$ cat src/rtl/uart_pkt_parser.sv
// Framing stage behind a UART receiver: parses HEADER/LEN/payload/CSUM frames,
// buffers the payload and replays checksum-clean frames on a valid/ready byte stream.
module uart_pkt_parser #(
  parameter int unsigned CLK_FREQ      = 50_000_000,
  parameter int unsigned BAUD_RATE     = 9600,
  parameter int unsigned MAX_LEN       = 16,
  parameter logic [7:0]  HEADER        = 8'hA5,
  parameter int unsigned TIMEOUT_BYTES = 3
) (
  input  logic       clk,
  input  logic       rst,
  input  logic [7:0] in_data,
  input  logic       in_flag,
  output logic [7:0] out_data,
  output logic       out_valid,
  input  logic       out_ready,
  output logic       out_last,
  output logic       frame_ok,
  output logic       frame_err,
  output logic [1:0] err_code,
  output logic       drop,
  output logic       busy
);

  localparam int unsigned TIMEOUT_CYC = TIMEOUT_BYTES * 10 * (CLK_FREQ / BAUD_RATE);
  localparam int unsigned GAP_W       = $clog2(TIMEOUT_CYC + 1);
  localparam int unsigned IDX_W       = (MAX_LEN > 1) ? $clog2(MAX_LEN) : 1;
  localparam logic [7:0]  MAX_LEN_B   = 8'(MAX_LEN);
  localparam logic [GAP_W-1:0] GAP_LAST = GAP_W'(TIMEOUT_CYC - 1);

  typedef enum logic [2:0] {S_IDLE, S_LEN, S_PAYLOAD, S_CSUM, S_DRAIN} state_t;

  state_t           state_q, state_d;
  logic [7:0]       len_q, len_d;
  logic [7:0]       sum_q, sum_d;
  logic [IDX_W-1:0] wr_idx_q, wr_idx_d;
  logic [IDX_W-1:0] rd_idx_q, rd_idx_d;
  logic [GAP_W-1:0] gap_q, gap_d;
  logic             ok_q, ok_d;
  logic             err_q, err_d;
  logic [1:0]       code_q, code_d;
  logic             drop_q, drop_d;
  logic             buf_we;
  logic             last;
  logic             in_field;
  logic [7:0]       buf_q [MAX_LEN];

  assign last     = (state_q == S_DRAIN) && (8'(rd_idx_q) == len_q - 8'd1);
  assign in_field = (state_q == S_LEN) || (state_q == S_PAYLOAD) || (state_q == S_CSUM);

  always_comb begin
    state_d  = state_q;
    len_d    = len_q;
    sum_d    = sum_q;
    wr_idx_d = wr_idx_q;
    rd_idx_d = rd_idx_q;
    gap_d    = gap_q;
    ok_d     = 1'b0;
    err_d    = 1'b0;
    code_d   = code_q;
    drop_d   = 1'b0;
    buf_we   = 1'b0;

    case (state_q)
      S_IDLE: begin
        gap_d = '0;
        if (in_flag && in_data == HEADER) state_d = S_LEN;
      end
      S_LEN: begin
        if (in_flag) begin
          if (in_data == 8'd0 || in_data > MAX_LEN_B) begin
            err_d   = 1'b1;
            code_d  = 2'd1;
            state_d = S_IDLE;
          end else begin
            len_d    = in_data;
            sum_d    = in_data;
            wr_idx_d = '0;
            state_d  = S_PAYLOAD;
          end
        end
      end
      S_PAYLOAD: begin
        if (in_flag) begin
          buf_we   = 1'b1;
          sum_d    = sum_q + in_data;
          wr_idx_d = wr_idx_q + IDX_W'(1);
          if (8'(wr_idx_q) == len_q - 8'd1) state_d = S_CSUM;
        end
      end
      S_CSUM: begin
        if (in_flag) begin
          if (in_data == sum_q) begin
            ok_d     = 1'b1;
            rd_idx_d = '0;
            state_d  = S_DRAIN;
          end else begin
            err_d   = 1'b1;
            code_d  = 2'd2;
            state_d = S_IDLE;
          end
        end
      end
      S_DRAIN: begin
        if (in_flag) drop_d = 1'b1;
        if (out_ready) begin
          if (last) state_d = S_IDLE;
          else      rd_idx_d = rd_idx_q + IDX_W'(1);
        end
      end
      default: state_d = S_IDLE;
    endcase

    // Gap timer shared by all field states; a byte in the expiry cycle wins.
    if (in_field) begin
      if (in_flag) begin
        gap_d = '0;
      end else if (gap_q == GAP_LAST) begin
        err_d   = 1'b1;
        code_d  = 2'd3;
        state_d = S_IDLE;
      end else begin
        gap_d = gap_q + GAP_W'(1);
      end
    end
  end

  always_ff @(posedge clk or posedge rst) begin
    if (rst) begin
      state_q  <= S_IDLE;
      len_q    <= '0;
      sum_q    <= '0;
      wr_idx_q <= '0;
      rd_idx_q <= '0;
      gap_q    <= '0;
      ok_q     <= 1'b0;
      err_q    <= 1'b0;
      code_q   <= '0;
      drop_q   <= 1'b0;
    end else begin
      state_q  <= state_d;
      len_q    <= len_d;
      sum_q    <= sum_d;
      wr_idx_q <= wr_idx_d;
      rd_idx_q <= rd_idx_d;
      gap_q    <= gap_d;
      ok_q     <= ok_d;
      err_q    <= err_d;
      code_q   <= code_d;
      drop_q   <= drop_d;
    end
  end

  always_ff @(posedge clk) begin
    if (buf_we) buf_q[wr_idx_q] <= in_data;
  end

  assign out_valid = (state_q == S_DRAIN);
  assign out_data  = out_valid ? buf_q[rd_idx_q] : '0;
  assign out_last  = last;
  assign frame_ok  = ok_q;
  assign frame_err = err_q;
  assign err_code  = code_q;
  assign drop      = drop_q;
  assign busy      = (state_q != S_IDLE);

endmodule

$ cat config.mk
export PLATFORM = sky130hd
export DESIGN_NAME = uart_pkt_parser
export DESIGN_NICKNAME = d
export VERILOG_FILES = /design/src/rtl/uart_pkt_parser.sv
export SDC_FILE = /design/constraint.sdc
export NUM_CORES = 1
export LEC_CHECK = 0
export ABC_AREA = 1
export ABC_CLOCK_PERIOD_IN_PS = 3570
export CORE_UTILIZATION = 57
export DETAILED_ROUTE_END_ITERATION = 7
export HOLD_SLACK_MARGIN = 0.02
export PLACE_DENSITY = 0.75
export SETUP_SLACK_MARGIN = 0.4
export SYNTH_ARGS = -nofsm -noshare
export SYNTH_HDL_FRONTEND = slang
export SYNTH_SLANG_ARGS = --single-unit
$ cat constraint.sdc
create_clock -name clk -period 3.57 [get_ports clk]
set_input_delay 0.357 -clock clk [delete_from_list [all_inputs] [get_ports clk]]
set_output_delay 0.357 -clock clk [all_outputs]
set_load 0.005 [all_outputs]
==> metrics.csv <==
stage,metric,value,unit
timing,Max Clock Freq,326,MHz
power,Pleak,3.76,nW
power,sequential share of power,0.523,
setup_path,CP endpoint kind,output port,
clock_tree,CTS Sinks,178,
place,Placement Cell Area,9120,µm²
final_layout,number of diodes,0,
logic_synthesis,Seq cells post-synth,178,
clock_tree,Max clock buf depth,2,
die,Die H,125,µm
grt,GRT Total Usage,0.269,
route,initial DRC count,615,
logic_synthesis,Netlist Area Pre-Place,8640,µm²
final_layout,post-route cell area,9710,µm²
logic_synthesis,cell count after synthesis,896,
route,"antenna viol nets, final",0,
power,switching power,0.900,mW
logic_synthesis,Synth area leaders,"edfxtp_1 45%, dfrtp_1 14%, nor2_1 7.6%",
timing,Setup Skew,0.0104,ns
final_layout,Register Area,5100,µm²
die,Ports,28,
power,sw frac,0.210,
logic_synthesis,most frequent cells after synthesis,"175 x nor2_1, 147 x nand2_1, 128 x edfxtp_1",
setup_path,R2R Path Start,state_q[2],
power,Logic pwr share,0.037,
route,DRC,6,
power,Internal,3.38,mW
route,WL/cell,17.5,µm
logic_synthesis,sequential share of the synthesized area,0.590,
timing,RSZ-0062 raised after global routing,false,
final_layout,Fillers,1169,
grt,vias in the first global route,6080,
place,input/output buffers,27,
timing,Final Slew Violations,0,
clock_tree,CTS Root Cell,clkbuf_16,
logic_synthesis,"area leader, netlist",edfxtp_1,
timing,headroom to the max-slew limit,0.297,
logic_synthesis,Avg Inst Size Synth,9.64,µm²
die,die width,125,µm
logic_synthesis,Synth async-reset ratio,0.281,
logic_synthesis,Mapped Nets,923,
die,Die ar.,15600,µm²
final_layout,layout cells sized above 1,0.0986,
grt,global-route wire length before repair,31700,µm
logic_synthesis,"count leader, synth",nor2_1,
setup_path,RR Endpoint,buf_q[3][2],
setup_path,type of origin of the critical path,register,
die,Initial Utilization,0.590,
timing,Final Hold Fails,0,
final_layout,Syn-to-layout area delta,12.5,%
logic_synthesis,synth unique cells,39,
logic_synthesis,"EDFF count, synth",128,
grt,largest net degree at the start of global routing,70,
setup_path,crit-path max FO,12,
clock_tree,TritonCTS buffer count,17,
timing,setup TNS,0,ns
clock_tree,"Hold-fix buffers, CTS",0,
clock_tree,clock-pin slew on the worst setup and hold paths,0.07,ns
route,router iterations before antenna repair,7,
grt,total gr overflow,0,
setup_path,FF-to-FF path depth,5,
timing,pin slew with the least headroom to its limit,1.05,ns
final_layout,multi-input logic area,3120,µm²
power,"IR drop worst, VDD",339,µV
clock_tree,H-tree Lvls,4,
setup_path,Reg2Reg Setup Slack,1.18,ns
grt,initial antenna violation count,0,
route,via count,6417,
outcome,failing checks,DRC,
setup_path,Worst Path Required,3.21,ns
place,hpwl dp,12600,µm
clock_tree,TritonCTS clock tree,built,
logic_synthesis,Yosys warnings,0,
route,Routed WL,19700,µm
outcome,status,finished with violations,
timing,Final Cycle Share,0.859,
power,pwr dens,440,nW/µm²
die,CORE AREA,14600,µm²
timing,final setup fails,0,
die,row count,44,
min_path,Hold Crit Class,input port to async pin,
logic_synthesis,dominant synthesized flop cell,edfxtp_1,
timing,minimum clock period,3.07,ns
logic_synthesis,post-synth top area share,0.445,
place,routability cong.,0.920,
power,clock share of power,0.439,
final_layout,fin nets,957,
route,Via density,5.69,
setup_path,CP Data Arrival Time,2.71,ns
clock_tree,Worst-Skew Late Latency,0.44,ns
setup_path,critical path type,register to output port,
run,Max Cap Viol,0,
## registers in the layout, summed over array words and instances, names as in the netlist
name       flops
gap_q         18
frame_err      1
wr_idx_q       4
frame_ok       1
buf_q        128
drop           1
err_code       2
state_q        3
len_q          8
sum_q          8
rd_idx_q       4
## stage by stage
stage / hold WS, ns / total power, mW / worst slack (ns) / std cells / util
after CTS: 0.496 / 4.30 / 0.409 / 1127 / 0.663
after detailed placement: 0.475 / 2.44 / 0.891 / 1095 / 0.623
after global placement: 0.477 / 2.43 / 0.931 / 1095 / 0.623
final: 0.495 / 4.28 / 0.502 / 1127 / 0.663
after global routing: 0.524 / 4.40 / 0.392 / 1127 / 0.663
after floorplan: 0.456 / 2.36 / 1.86 / 896 / -
## final cells by class
type                       instances  area share
sequential                       178       0.525
clock inverter                    14      0.0165
clock buffer                      18      0.0442
tap                              184      0.0237
multi-input combinational        621       0.321
inverter                          65      0.0260
timing repair buffer              47      0.0437
## critical path: stages, from the launching register on
cell and delay [ns]:
dfrtp_1 0.76, clkinvlp_4 0.45, nand3_1 0.19, nand2_1 0.10, nor2_4 0.12, nand2_4 0.09, inv_2 0.07, clkdlybuf4s50_1 0.49
## per-layer routing
metal	GRT usage	share of wire	vias up
met5	0	0	-
met4	0.102	0.020	0
li1	-	-	3148
met1	0.366	0.44	3009
met3	0.0578	0.068	38
met2	0.427	0.47	222
## placed cells by master, fill, tap and decap left out, drive strengths merged, types with 19 or more instances in the layout
| cell | synthesis | routed |
|---|---|---|
| a21oi | 30 | 30 |
| edfxtp | 128 | 128 |
| o211ai | 32 | 32 |
| buf | 19 | 20 |
| nor2 | 186 | 186 |
| nand4 | 19 | 19 |
| clkdlybuf4s50 | 0 | 27 |
| o21ai | 88 | 88 |
| inv | 61 | 64 |
| nand2 | 152 | 152 |
| nand3 | 73 | 73 |
| dfrtp | 50 | 50 |
## how the worst max path moves through the flow
stage | from | to | cells after the start
6_report | rd_idx_q[3] | out_last | 7
3_3_place_gp | rd_idx_q[0] | out_data[2] | 8
4_1_cts | rd_idx_q[0] | out_data[2] | 8
2_1_floorplan | len_q[0] | out_last | 10
3_5_place_dp | in_data[1] | rd_idx_q[0] | 10
5_1_grt | rd_idx_q[0] | out_data[2] | 8
## power by group through the flow
stage	Sequential, mW	Combinational (mW)	Clock [mW]
detailed placement	2.28	0.159	0
CTS	2.24	0.160	1.91
finish	2.24	0.160	1.88
global route	2.24	0.180	1.98
global placement	2.28	0.156	0
floorplan	2.28	0.0845	0
## timing repair
action / CTS / global route
setup endpoints to repair: 0 / 9
gates resized for setup: 0 / 3
buffers inserted: 0 / 0
## cells by family after synthesis
| group | after synthesis | share of synthesized area |
|---|---|---|
| xor gates and xnor gates | 17 | 0.0172 |
| DFF | 178 | 0.590 |
| adders and majority gates | 15 | 0.0226 |
| AOI/OAI and AO/OA | 154 | 0.100 |
| buffers and inverters | 97 | 0.0485 |
| and+or+nand+nor | 435 | 0.221 |
Power figures use the tool's default switching activity.
